===== src/rtl/input_loader.sv =====
// rtl/input_loader.sv - dual-channel A/X matrix buffer loader; optional LOADER_ERR_EN adds load_err
module input_loader #(
  parameter int DATA_W = 8,
  parameter int DEPTH  = 32,
  parameter int AW     = $clog2(DEPTH)
) (
  input  logic              clk,
  input  logic              rst,
  input  logic              input_load_en,
  input  logic [DATA_W-1:0] a_data,
  input  logic              a_valid,
  output logic              a_ready,
  input  logic [DATA_W-1:0] x_data,
  input  logic              x_valid,
  output logic              x_ready,
  input  logic [AW-1:0]     a_raddr,
  output logic [DATA_W-1:0] a_rdata,
  input  logic [AW-1:0]     x_raddr,
  output logic [DATA_W-1:0] x_rdata,
  output logic              aload_done,
  output logic              xload_done
`ifdef LOADER_ERR_EN
  ,
  output logic              load_err
`endif
);

  typedef enum logic [1:0] {S_IDLE, S_LOAD, S_DONE} state_t;

  localparam logic [AW-1:0] LAST = AW'(DEPTH - 1);

  state_t            a_state, a_next;
  state_t            x_state, x_next;
  logic [AW-1:0]     a_cnt, x_cnt;
  logic              a_xfer, x_xfer;
  logic [DATA_W-1:0] a_buf [DEPTH];
  logic [DATA_W-1:0] x_buf [DEPTH];

  assign a_xfer  = a_valid && a_ready;
  assign x_xfer  = x_valid && x_ready;
  assign a_rdata = a_buf[a_raddr];
  assign x_rdata = x_buf[x_raddr];

  // A channel state register
  always_ff @(posedge clk) begin
    if (rst) a_state <= S_IDLE;
    else     a_state <= a_next;
  end

  // A channel next state and handshake outputs; ready depends on state only
  always_comb begin
    a_next     = a_state;
    a_ready    = 1'b0;
    aload_done = 1'b0;
    case (a_state)
      S_IDLE: if (input_load_en) a_next = S_LOAD;
      S_LOAD: begin
        a_ready = 1'b1;
        if (!input_load_en)                  a_next = S_IDLE;
        else if (a_valid && a_cnt == LAST)   a_next = S_DONE;
      end
      S_DONE: begin
        aload_done = 1'b1;
        if (!input_load_en) a_next = S_IDLE;
      end
      default: a_next = S_IDLE;
    endcase
  end

  // A element counter: held at zero outside LOAD so every load starts at element 0
  always_ff @(posedge clk) begin
    if (rst || a_state != S_LOAD || !input_load_en) a_cnt <= '0;
    else if (a_xfer)                                a_cnt <= a_cnt + 1'b1;
  end

  // A buffer write; contents deliberately survive reset
  always_ff @(posedge clk) begin
    if (a_xfer) a_buf[a_cnt] <= a_data;
  end

  // X channel state register
  always_ff @(posedge clk) begin
    if (rst) x_state <= S_IDLE;
    else     x_state <= x_next;
  end

  // X channel next state and handshake outputs; ready depends on state only
  always_comb begin
    x_next     = x_state;
    x_ready    = 1'b0;
    xload_done = 1'b0;
    case (x_state)
      S_IDLE: if (input_load_en) x_next = S_LOAD;
      S_LOAD: begin
        x_ready = 1'b1;
        if (!input_load_en)                  x_next = S_IDLE;
        else if (x_valid && x_cnt == LAST)   x_next = S_DONE;
      end
      S_DONE: begin
        xload_done = 1'b1;
        if (!input_load_en) x_next = S_IDLE;
      end
      default: x_next = S_IDLE;
    endcase
  end

  // X element counter: held at zero outside LOAD so every load starts at element 0
  always_ff @(posedge clk) begin
    if (rst || x_state != S_LOAD || !input_load_en) x_cnt <= '0;
    else if (x_xfer)                                x_cnt <= x_cnt + 1'b1;
  end

  // X buffer write; contents deliberately survive reset
  always_ff @(posedge clk) begin
    if (x_xfer) x_buf[x_cnt] <= x_data;
  end

`ifdef LOADER_ERR_EN
  logic en_q;

  // Sticky flag for stream data offered outside a load phase; cleared when a new load begins
  always_ff @(posedge clk) begin
    if (rst) begin
      en_q     <= 1'b0;
      load_err <= 1'b0;
    end else begin
      en_q <= input_load_en;
      if (input_load_en && !en_q)                   load_err <= 1'b0;
      else if ((a_valid || x_valid) && !input_load_en) load_err <= 1'b1;
    end
  end
`endif

endmodule


===== config.mk =====
export PLATFORM = sky130hd
export DESIGN_NAME = input_loader
export DESIGN_NICKNAME = d
export VERILOG_FILES = /design/src/rtl/input_loader.sv
export SDC_FILE = /design/constraint.sdc
export NUM_CORES = 1
export LEC_CHECK = 0
export CAP_MARGIN = 30
export CELL_PAD_IN_SITES_DETAIL_PLACEMENT = 0
export CELL_PAD_IN_SITES_GLOBAL_PLACEMENT = 1
export CORE_MARGIN = 5
export CORE_UTILIZATION = 58
export CTS_CLUSTER_SIZE = 12
export DETAILED_ROUTE_END_ITERATION = 7
export GPL_ROUTABILITY_DRIVEN = 0
export PLACE_DENSITY = 0.86
export SYNTH_ARGS = -nofsm -noshare
export SYNTH_HDL_FRONTEND = slang
export SYNTH_SLANG_ARGS = --single-unit
export TNS_END_PERCENT = 1

===== constraint.sdc =====
create_clock -name clk -period 5.65 [get_ports clk]
set_clock_uncertainty 0.1 [all_clocks]
set_input_delay 1.4125 -clock clk [delete_from_list [all_inputs] [get_ports clk]]
set_output_delay 1.4125 -clock clk [all_outputs]
set_load 0.01 [all_outputs]

; ---- Word-level counts from Yosys, hierarchy flattened
; Memory sizes are Yosys's and may differ from the RTL's.
; Cells that the tools add are included.
[totals]
word_cells = 51
ramBits = 512
reg_bits = 14
mem_count = 2
inputBits = 31
out_inout_bits = 20
[memory_table]
columns = name, depth, width, rd, rd_ports_with_merged_regs, wr, line_no
row1 = a_buf, 32, 8, 1, 0, 1, 36  ; logic [DATA_W-1:0] a_buf [DEPTH];
row2 = x_buf, 32, 8, 1, 0, 1, 37  ; logic [DATA_W-1:0] x_buf [DEPTH];
[op_classes]
eq_ne = 14
reduce_logical = 13
add_sub_neg = 2
mux = 16
[op_table]
columns = op, n
row1 = $mux W2, 6
row2 = $pmux W2 S3, 2
row3 = $add A5 B1 Y5 const B, 2
row4 = $eq A5 B5 Y1 const B, 2
row5 = $mux W1, 8
row6 = $ne A2 B2 Y1 const B, 4
row7 = $ne A3 B3 Y1 const B, 2
row8 = $reduce_and A3 Y1, 2
row9 = $eq A2 B1 Y1 const B, 2
row10 = $eq A2 B2 Y1 const B, 2
row11 = $logic_and A1 B1 Y1, 4
row12 = $logic_not A2 Y1, 2
row13 = $logic_or A1 B1 Y1, 4
row14 = $ne A2 B1 Y1 const B, 2
row15 = $logic_not A1 Y1, 1

; ---- Logic depth before layout (Yosys ltp)
[depth]
depth_word = 5
depth_mapped = 5
ltp_nobuf = 5

; ---- Least setup slack after synthesis
; No wires, ideal clock.
[synth_path]
path_kind = input -> output
start = input port a_raddr[2]
end = output port a_rdata[0]
path_stages = 5
arrival_time_ns = 3.134
t_required_ns = 4.138
setup_slack_ns = 1.004
path_buffers = 2
path_cell_list = clkbuf_1 > clkbuf_1 > mux4_2 > mux4_2 > mux2_2
[synth_between]
elab_chain_cells = 1
[synth_lines]
columns = element, line_no
row1 = from (decl), 16  ; input logic [AW-1:0] a_raddr,
row2 = $mem_v2 Z32 W8, n/a
row3 = to (decl), 17  ; output logic [DATA_W-1:0] a_rdata,
; No other way between the ends.

; ---- Worst setup path in the final report
[layout_path]
start = input port a_raddr[1]
end = output port a_rdata[7]
; The elaborated chain is that of the path after synthesis.

==> impl_results.md <==
- Status: finished clean
- Number of buffers added by the clock tree synthesis step: 51
- Setup repair after global routing missed its margin: false
- Die width: 198 um
- Number of global-route vias before repair: 9,820
- Post-synth design cell area: 20,500 sq um
- Number of buffer cells added on primary ports: 50
- Area used by multi-input combinational logic: 4580 sq um
- Delay of the slowest critical-path stage: 0.58 ns
- Post-DR vias/cell: 6.33
- Fillers: 2,136
- Global Route Usage Sum: 21.4%
- Total Negative Setup Slacks: 0 ns
- Worst Setup Start Kind: primary input
- Die footprint: 39,200 sq um
- Worst setup path class: in2out
- Net count after synthesis: ~940
- Number of sinks on the clock net: 526
- Number of instances resized during post-cts repair: 0
- Number of register bits inferred by synthesis: 526
- Max H-tree Level: 2
- Total Nets Final: 1,028
- Normalized max-slew margin: between 30% and 40%
- Routed length per instance: 27.8 um
- GRT Residual Overflow: 0
- Number of post-CTS setup repair buffers: 0
- Peak supply drop: around 0.27 mV
- Leak pwr: 7.21 nW
- Sequential area share after synthesis: around three quarters
- Top library cells by usage in the layout, fill and taps aside: edfxtp_1 (512), mux4_2 (160), nor2_1 (77)
- Critical path's most frequent cell: mux4_2
- TritonRoute pass-1 iters: 5
- Antenna-violating nets left: 0
- List of cells traversed by the critical path: buf_4 > buf_12 > mux4_2 > mux4_2 > mux2_2 > clkdlybuf4s50_1
- Antenna diode instance count: 0
- Slowest cell on the critical path: mux4_2
- Pwr per Cell Area: 332 nW/um^2
- Maximum number of pins on one net before global-route repair: between 60 and 70
- Reported max-cap violation count: 0
- Mapped Cells: 897
- Number of antenna violations at the first check in global routing: 0
- Top-level I/O count: 51
- Transition at the pin with the smallest max-transition slack: between 0.9 and 1 ns
- Final wirelength: 40,800 um
- Data required time at the worst endpoint: 4.14 ns
- Finish-stage setup viols: 0
- Area inside the core boundary: 34,700 sq um
- Warning count from the yosys run: 0
- Commonest non-fill, non-tap cell in the layout: edfxtp_1
- Worst hold path class: reg2reg
- Total power draw: ~7.7 mW
- Maximum fanout encountered on the critical timing path: 21
- Mean Syn Cell Area: 22.8 sq um
- Die span in y: 198 um
- Seq. cell area: about 16,000 sq um
- Synth-to-Final Area Change: 13.7%
- Wire length of the first global-routing pass: 61,700 um
- Period utilisation layout: 94.1%
- Clock transition at the register clock pins on the worst setup and hold paths after CTS: about 0.060 ns
- Root buf cell: clkbuf_16
- Count of pins over their slew limit: 0
- Final critical path time including I/O delays and setup: 5.31 ns
- TritonCTS clock tree: yes
- CP arrival: 3.80 ns
- Share of cells above drive strength 1: a little over a quarter
- Number of distinct library cell variants in the gate-level netlist after synthesis: 29
- Site row count: 68
- Worst skew pair latency: 0.56 ns
- HPWL Detailed: between 20,000 and 30,000 um
- Initial Util: 59.0%
- Initial drt markers: 954
- Highest Clock Rate: 0.188 GHz
- Number of buffers between clock root and the deepest sink: 3
- Final hold violation count: 0
- DRC violation count after routing: 0
- Routed via count: 9,308
- Crit path capture type: output port
- Post-cts hold buffer count: 0
## cells by family (layout without fill, tap and decap cells)
| logic type | after synthesis | count (layout) | share of synthesized area [%] |
|---|---|---|---|
| mux | 180 | 180 | 18.7 |
| simple gates | 119 | 119 | 2.67 |
| flops | 526 | 526 | 76.4 |
| fa+ha+maj | 10 | 10 | 0.611 |
| compound gates | 8 | 8 | 0.244 |
| xor+xnor | 4 | 4 | 0.171 |
| buf+inv | 50 | 168 | 1.23 |
## worst max-delay path: cells and delay by family
| family | cells | cell delay [ns] |
|---|---|---|
| buffers and inverters | 3 | 0.98 |
| multiplexers | 3 | 1.38 |
## path summary, 6_finish.rpt
check / from / end / slack [ns] / cells after the start
max: a_raddr[1] / a_rdata[7] / 0.34 / 6
min: x_state[1] / x_state[0] / 0.40 / 1
max reg2reg: a_cnt[0] / a_buf[27][5] / 3.10 / 3
min reg2reg: x_state[1] / x_state[0] / 0.40 / 1
## per-layer routing
metal	up-vias	GRT usage, %	wire, um
met5	-	0	0
met2	408	35.9	21200
li1	3947	-	-
met4	0	6.66	1110
met1	4885	28.6	15500
met3	68	4.56	2970
## synthesized netlist by cell type, drive strengths merged
| library cell | number | area [sq um] |
|---|---|---|
| mux2i | 4 | 40.0 |
| nand4b | 2 | 17.5 |
| nand2 | 11 | 41.3 |
| inv | 4 | 15.0 |
| mux4 | 160 | 3600 |
| a21oi | 2 | 10.0 |
| a31oi | 2 | 12.5 |
| and3 | 2 | 12.5 |
| a311oi | 2 | 17.5 |
| xor2 | 2 | 17.5 |
| o21ai | 2 | 10.0 |
| nand2b | 1 | 6.26 |
| and3b | 2 | 17.5 |
| nand3 | 4 | 20.0 |
| dfxtp | 14 | 280 |
| nand3b | 8 | 60.1 |
| or3b | 3 | 26.3 |
| nor2 | 77 | 289 |
| mux2 | 16 | 180 |
| edfxtp | 512 | 15400 |
| clkbuf | 19 | 71.3 |
| or3 | 4 | 25.0 |
| buf | 27 | 165 |
| nor2b | 5 | 31.3 |
| xnor2 | 2 | 17.5 |
| ha | 10 | 125 |
## cell type report
| class | instances | share of cell area (%) |
|---|---|---|
| clock inverters | 5 | 0.0859 |
| repair buffers | 83 | 4.40 |
| clock buffers | 76 | 6.15 |
| flip-flops and latches | 526 | 67.2 |
| multi-input cells | 321 | 19.7 |
| inverters | 4 | 0.0644 |
| well taps | 455 | 2.44 |
## registers in the layout, indices dropped and copies added (netlist names)
register,count
a_buf,256
x_state,2
a_cnt,5
x_buf,256
x_cnt,5
a_state,2
## stage by stage
step	instances	hold WS [ns]	setup WS (ns)	cell area (sq um)	utilization, %
after floorplan	897	0.348	1.00	20500	-
after global placement	1373	0.378	0.352	21500	62.1
after detailed placement	1384	0.391	0.334	21700	62.6
after CTS	1465	0.397	0.299	23200	66.8
after global routing	1470	0.436	0.225	23300	67.1
final	1470	0.399	0.336	23300	67.1
## power breakdown
group          switching (mW)  internal (mW)
Combinational           0.205          0.208
Clock                    1.31           1.73
Sequential            0.00227           4.28
Total                    1.52           6.22
(Power assumes the default switching activity.)
